--- src/rtl/int_ctrl_if.sv ---
// rtl/int_ctrl_if.sv - register bus bundle between a bus master and int_ctrl
// Ports (master view):
//   data_i  out 32  write data
//   addr_i  out 32  register address
//   we_i    out 1   write strobe
//   re_i    out 1   read strobe
//   data_o  in  32  read data, combinational from addr_i
interface int_ctrl_if;
   logic [31:0] data_i;
   logic [31:0] addr_i;
   logic        we_i;
   logic        re_i;
   logic [31:0] data_o;

   modport master (output data_i, output addr_i, output we_i, output re_i, input data_o);
   modport slave  (input data_i, input addr_i, input we_i, input re_i, output data_o);
endinterface

--- src/rtl/int_ctrl.sv ---
// rtl/int_ctrl.sv - interrupt controller with pending latch, fixed priority and claim/complete
// Ports:
//   clk        in  1      clock
//   rst_n      in  1      synchronous active-low reset
//   bus        slave      register bus (ENABLE 0x0, PENDING 0x4, CLAIM 0x8, MODE 0xC)
//   irq_src_i  in  N_SRC  peripheral interrupt lines, active-high
//   int_req_o  out 1      aggregated request to the core
module int_ctrl #(
   parameter int N_SRC = 8
) (
   input  logic             clk,
   input  logic             rst_n,
   int_ctrl_if.slave        bus,
   input  logic [N_SRC-1:0] irq_src_i,
   output logic             int_req_o
);

   localparam logic [3:0] A_ENABLE  = 4'h0;
   localparam logic [3:0] A_PENDING = 4'h4;
   localparam logic [3:0] A_CLAIM   = 4'h8;
   localparam logic [3:0] A_MODE    = 4'hC;
   localparam int         PAD       = 32 - N_SRC;

   typedef enum logic {S_IDLE, S_CLAIMED} state_t;

   state_t           state_q, state_d;
   logic [4:0]       claimed_id_q, claimed_id_d;
   logic [4:0]       winner_id;
   logic [N_SRC-1:0] enable_q, pending_q, mode_q, src_q;
   logic [N_SRC-1:0] pending_d, claim_clr, level_blk, set_edge, set_level;
   logic [3:0]       addr;
   logic             claim_fire, complete_fire;
   logic             unused_bits;

   assign addr        = bus.addr_i[3:0];
   assign unused_bits = ^{bus.addr_i[31:4], bus.data_i[31:N_SRC]};

   // Lowest index wins: scan from the top so the last hit is the lowest.
   always_comb begin
      winner_id = '0;
      for (int i = N_SRC - 1; i >= 0; i--) begin
         if (pending_q[i] && enable_q[i]) winner_id = 5'(i + 1);
      end
   end

   assign claim_fire    = bus.re_i && !bus.we_i && (addr == A_CLAIM) &&
                          (state_q == S_IDLE) && (winner_id != 5'd0);
   assign complete_fire = bus.we_i && (addr == A_CLAIM) &&
                          (state_q == S_CLAIMED) && (bus.data_i[4:0] == claimed_id_q);

   // A level source is gated while it is in service, including the claim edge
   // itself; otherwise a source that drops before completion would still leave
   // a stale pending bit behind.
   always_comb begin
      claim_clr = '0;
      level_blk = '0;
      for (int i = 0; i < N_SRC; i++) begin
         claim_clr[i] = claim_fire && (winner_id == 5'(i + 1));
         level_blk[i] = claim_clr[i] ||
                        ((state_q == S_CLAIMED) && (claimed_id_q == 5'(i + 1)));
      end
   end

   assign set_edge  = mode_q & irq_src_i & ~src_q;
   assign set_level = ~mode_q & irq_src_i & ~level_blk;
   // Set is applied after clear so a new edge on the claim edge is not lost.
   assign pending_d = (pending_q & ~claim_clr) | set_edge | set_level;

   always_comb begin
      state_d      = state_q;
      claimed_id_d = claimed_id_q;
      case (state_q)
         S_IDLE: begin
            if (claim_fire) begin
               state_d      = S_CLAIMED;
               claimed_id_d = winner_id;
            end
         end
         S_CLAIMED: begin
            if (complete_fire) begin
               state_d      = S_IDLE;
               claimed_id_d = '0;
            end
         end
         default: begin
            state_d      = S_IDLE;
            claimed_id_d = '0;
         end
      endcase
   end

   always_ff @(posedge clk) begin
      if (!rst_n) begin
         state_q      <= S_IDLE;
         claimed_id_q <= '0;
         enable_q     <= '0;
         pending_q    <= '0;
         mode_q       <= '0;
         src_q        <= '0;
      end else begin
         state_q      <= state_d;
         claimed_id_q <= claimed_id_d;
         pending_q    <= pending_d;
         src_q        <= irq_src_i;
         if (bus.we_i && (addr == A_ENABLE)) enable_q <= bus.data_i[N_SRC-1:0];
         if (bus.we_i && (addr == A_MODE))   mode_q   <= bus.data_i[N_SRC-1:0];
      end
   end

   assign int_req_o = (state_q == S_IDLE) && (winner_id != 5'd0);

   always_comb begin
      bus.data_o = '0;
      if (rst_n) begin
         case (addr)
            A_ENABLE:  bus.data_o = {{PAD{1'b0}}, enable_q};
            A_PENDING: bus.data_o = {{PAD{1'b0}}, pending_q};
            A_CLAIM:   bus.data_o = (state_q == S_IDLE) ? {27'd0, winner_id} : 32'd0;
            A_MODE:    bus.data_o = {{PAD{1'b0}}, mode_q};
            default:   bus.data_o = '0;
         endcase
      end
   end

endmodule

--- src/flat_wrapper.sv ---
// flat-port wrapper written by rule: the top's interface ports become plain ports
module int_ctrl_flat 
#(
   parameter int N_SRC = 8
)
  (clk, rst_n, irq_src_i, int_req_o, bus_data_i, bus_addr_i, bus_we_i, bus_re_i, bus_data_o);
  int_ctrl_if bus_i ();
  input  logic clk;
  input  logic rst_n;
  input  logic [N_SRC-1:0] irq_src_i;
  output logic int_req_o;
  input wire logic [$bits(bus_i.data_i)-1:0] bus_data_i;
  input wire logic [$bits(bus_i.addr_i)-1:0] bus_addr_i;
  input wire logic [$bits(bus_i.we_i)-1:0] bus_we_i;
  input wire logic [$bits(bus_i.re_i)-1:0] bus_re_i;
  output wire logic [$bits(bus_i.data_o)-1:0] bus_data_o;
  assign bus_i.data_i = bus_data_i;
  assign bus_i.addr_i = bus_addr_i;
  assign bus_i.we_i = bus_we_i;
  assign bus_i.re_i = bus_re_i;
  assign bus_data_o = bus_i.data_o;
  int_ctrl #(.N_SRC(N_SRC)) u_core (.clk(clk), .rst_n(rst_n), .bus(bus_i), .irq_src_i(irq_src_i), .int_req_o(int_req_o));
endmodule
--- config.mk ---
export PLATFORM = sky130hd
export DESIGN_NAME = int_ctrl_flat
export DESIGN_NICKNAME = d
export VERILOG_FILES = /design/src/rtl/int_ctrl_if.sv /design/src/rtl/int_ctrl.sv /design/src/flat_wrapper.sv
export SDC_FILE = /design/constraint.sdc
export NUM_CORES = 1
export LEC_CHECK = 0
export CORE_MARGIN = 2
export CORE_UTILIZATION = 40
export DETAILED_ROUTE_END_ITERATION = 10
export GPL_TIMING_DRIVEN = 0
export PLACE_DENSITY = 0.89
export SLEW_MARGIN = 20
export SYNTH_ARGS = -nofsm -noshare
export SYNTH_HDL_FRONTEND = slang
export SYNTH_SLANG_ARGS = --single-unit
--- constraint.sdc ---
create_clock -name clk -period 1.78 [get_ports clk]
set_input_delay 0.445 -clock clk [delete_from_list [all_inputs] [get_ports clk]]
set_output_delay 0.445 -clock clk [all_outputs]
set_load 0.005 [all_outputs]
==> results.json <==
{
  "status": "finished, violations left",
  "failed_checks": "negative setup slack",
  "met3RoutedLength_um": 790,
  "avgSynthCellArea_um2": 8.56,
  "synthCells": 256,
  "p_total_uw": 1940,
  "hp-class": "in -> reg",
  "synth.distinct_cells": 46,
  "worstSetupEndpointType": "primary output",
  "dieArea_um2": 6080,
  "synth_area_leaders": "dfxtp_1 34%, mux2i_1 8.7%, buf_4 8.2%, nor2b_1 5.7%, nand2_1 5.1%",
  "start_util_pct": 42.1,
  "crit_fanout": 3,
  "drc": 0,
  "yosysSeqAreaShare_pct": 33.8,
  "final_antenna_net_count": 0,
  "portBuffers": 32,
  "required_ps": 1330,
  "highest_layer": "met4",
  "clockBufferDepth": 2,
  "critPathKind": "reg -> out",
  "routed_wl_um": 6810,
  "clock_skew_ps": 16.0,
  "vdd_ir_drop_max_uv": 425,
  "synthTopCellsByCount": "37 x dfxtp_1, 30 x nand2_1, 24 x buf_4",
  "die_x_um": 78.0,
  "fin_crit_sh_pct": 122,
  "row_count": 26,
  "ys_seq_elements": 37,
  "fp.dieH_um": 78.0,
  "drive_gt1_share_pct": 34.9,
  "drt-initial-drc-count": 260,
  "numCtsBuffers": 5,
  "wl_met1_um": 2470,
  "p_int_uw": 1450,
  "synth_ff_type": "dfxtp_1",
  "worstPathArrival_ps": 1730,
  "vias_per_cell": 5.51,
  "power.density_nw_per_um2": 619,
  "clockRootBuffer": "clkbuf_8",
  "setup_ws_ps": -394,
  "rsz0062_at_grt": "true",
  "p_leak_uw": 0.00135,
  "clock_latency_ps": 300,
  "pwr-share-clk_pct": 38.7,
  "synth.most_common_cell": "dfxtp_1",
  "fillers": 420,
  "antenna_found_initial": 0,
  "maxSlewHeadroom_pct": 61.7,
  "hold_viol_final": 0,
  "first_pass_iters": 8,
  "grt_pass1_vias": 2108,
  "synth_edf_count": 0,
  "synthesis.area_um2": 2190,
  "yosysTopAreaCellShare_pct": 33.8,
  "overflow": 0,
  "switching_power_uw": 488,
  "wl_per_cell_um": 16.6,
  "finish.utilization_pct": 60.0,
  "worst_pin_slew_ps": 573,
  "cp-start-kind": "flip-flop",
  "post-dp-hpwl_um": 4150,
  "grtUsageTotal_pct": 21.3,
  "ff2ff_setup_slack_ps": 40,
  "route.met2.wl_um": 3240,
  "grt_max_degree": 14,
  "fin_nets": 416,
  "p_comb_share_pct": 15.7,
  "io_pins": 109,
  "dp_slack_ps": -1130,
  "setup-violations-final": 9,
  "fmax_mhz": 460,
  "gp_congestion": 0.934,
  "maxCapViolCount": 0,
  "pwr-share-seq_pct": 45.6,
  "switching_share_pct": 25.2,
  "diodes": 0,
  "vias": 2263,
  "clk_pin_slew_ps": 90,
  "grt_pass1_wl_um": 10100,
  "ys_warn_count": 0,
  "coreArea_um2": 5200,
  "post-route-min-period_ps": 2170,
  "finalSetupTns_ps": -1990,
  "htree_levels": 2,
  "cts.sinks": 37,
  "synthArstFlopShare_pct": 0,
  "area_delta_synth_final_pct": 42.7,
  "maxSlewViolCount": 0,
  "synth.largest_area_cell": "dfxtp_1",
  "cts_tree": "yes"
}
==> stage by stage <==
stage	cell area, um^2	std cells	hold WS [ps]
floorplan	2280	279	501
global placement	2690	381	523
detailed placement	2690	381	542
CTS	3020	409	548
global route	3130	411	533
finish	3130	411	521
==> worst paths after layout <==
check        depth (start not counted)                     end                 from
max                                  8               int_req_o   u_core.enable_q[6]
min                                  3      u_core.enable_q[4]        bus_data_i[4]
max reg2reg                          9  u_core.claimed_id_q[2]   u_core.enable_q[6]
min reg2reg                          1     u_core.pending_q[3]  u_core.pending_q[3]
==> cells in the final DEF (no fill, tap or decap), types with 3 or more instances in the layout <==
cell	instances
a21oi_1	5
a222oi_1	4
a22oi_2	6
a31oi_1	7
a41oi_1	3
and2_1	8
buf_2	10
buf_4	41
buf_6	8
clkbuf_1	5
clkbuf_2	3
clkbuf_8	5
clkdlybuf4s50_1	14
conb_1	24
dfxtp_1	29
dfxtp_2	7
dlymetal6s2s_1	3
inv_1	5
mux2_2	6
mux2i_1	18
nand2_1	25
nand2_2	5
nand2b_1	3
nand3_1	4
nand3b_1	5
nor2_1	15
nor2b_1	19
o21ai_0	6
o311a_1	4
==> logic make-up (layout without fill, tap and decap cells) <==
kind of cell    count (synthesis)  after routing  share of synthesized area [%]
compound gates                 42             42                           14.0
xor+xnor                        4              4                           1.60
buf+inv                        40            102                           11.2
flops                          37             37                           33.8
mux                            27             27                           12.8
other cells                     1             24                          0.171
simple gates                  105            105                           26.4
==> what timing repair did <==
item / in CTS / in global routing
setup endpoints to repair: 35 / 23
gates resized for setup: 78 / 32
setup buffers: 21 / 3
hold buffers: 0 / 0
pin swaps: 24 / 17
==> routing by layer <==
metal,up-vias,track usage [%]
met1,1030,24.6
met4,0,9.82
met5,-,0
met2,171,36.0
li1,1026,-
met3,36,6.51
==> power by group through the flow <==
stage               Combinational [uW]  Sequential, uW  Clock [uW]
detailed placement                 252             897           0
CTS                                281             881         747
finish                             303             883         749
floorplan                          156             890           0
global placement                   247             895           0
global route                       324             886         781
==> area by class of cell <==
cell class	count	area, um^2	share of cell area (%)
Buffer	33	234	7.49
Clock buffer	5	68.8	2.20
Clock inverter	3	46.3	1.48
Inverter	5	18.8	0.600
Multi-Input combinational cell	202	1430	45.7
Sequential cell	37	753	24.1
Tap cell	70	87.6	2.80
Timing Repair Buffer	56	489	15.7
==> state kept, by name, indices dropped and copies added (netlist names) <==
| register | cells |
|---|---|
| u_core.src_q | 8 |
| u_core.claimed_id_q | 4 |
| u_core.state_q | 1 |
| u_core.mode_q | 8 |
| u_core.enable_q | 8 |
| u_core.pending_q | 8 |
==> critical path, stage by stage, from the launching register on <==
cell and delay [ps]:
dfxtp_2 340, a22oi_2 210, buf_4 170, nand3_4 90
buf_4 150, buf_6 110, nor2_1 110, a21oi_1 90
buf_2 140
Power figures use the tool's default switching activity.
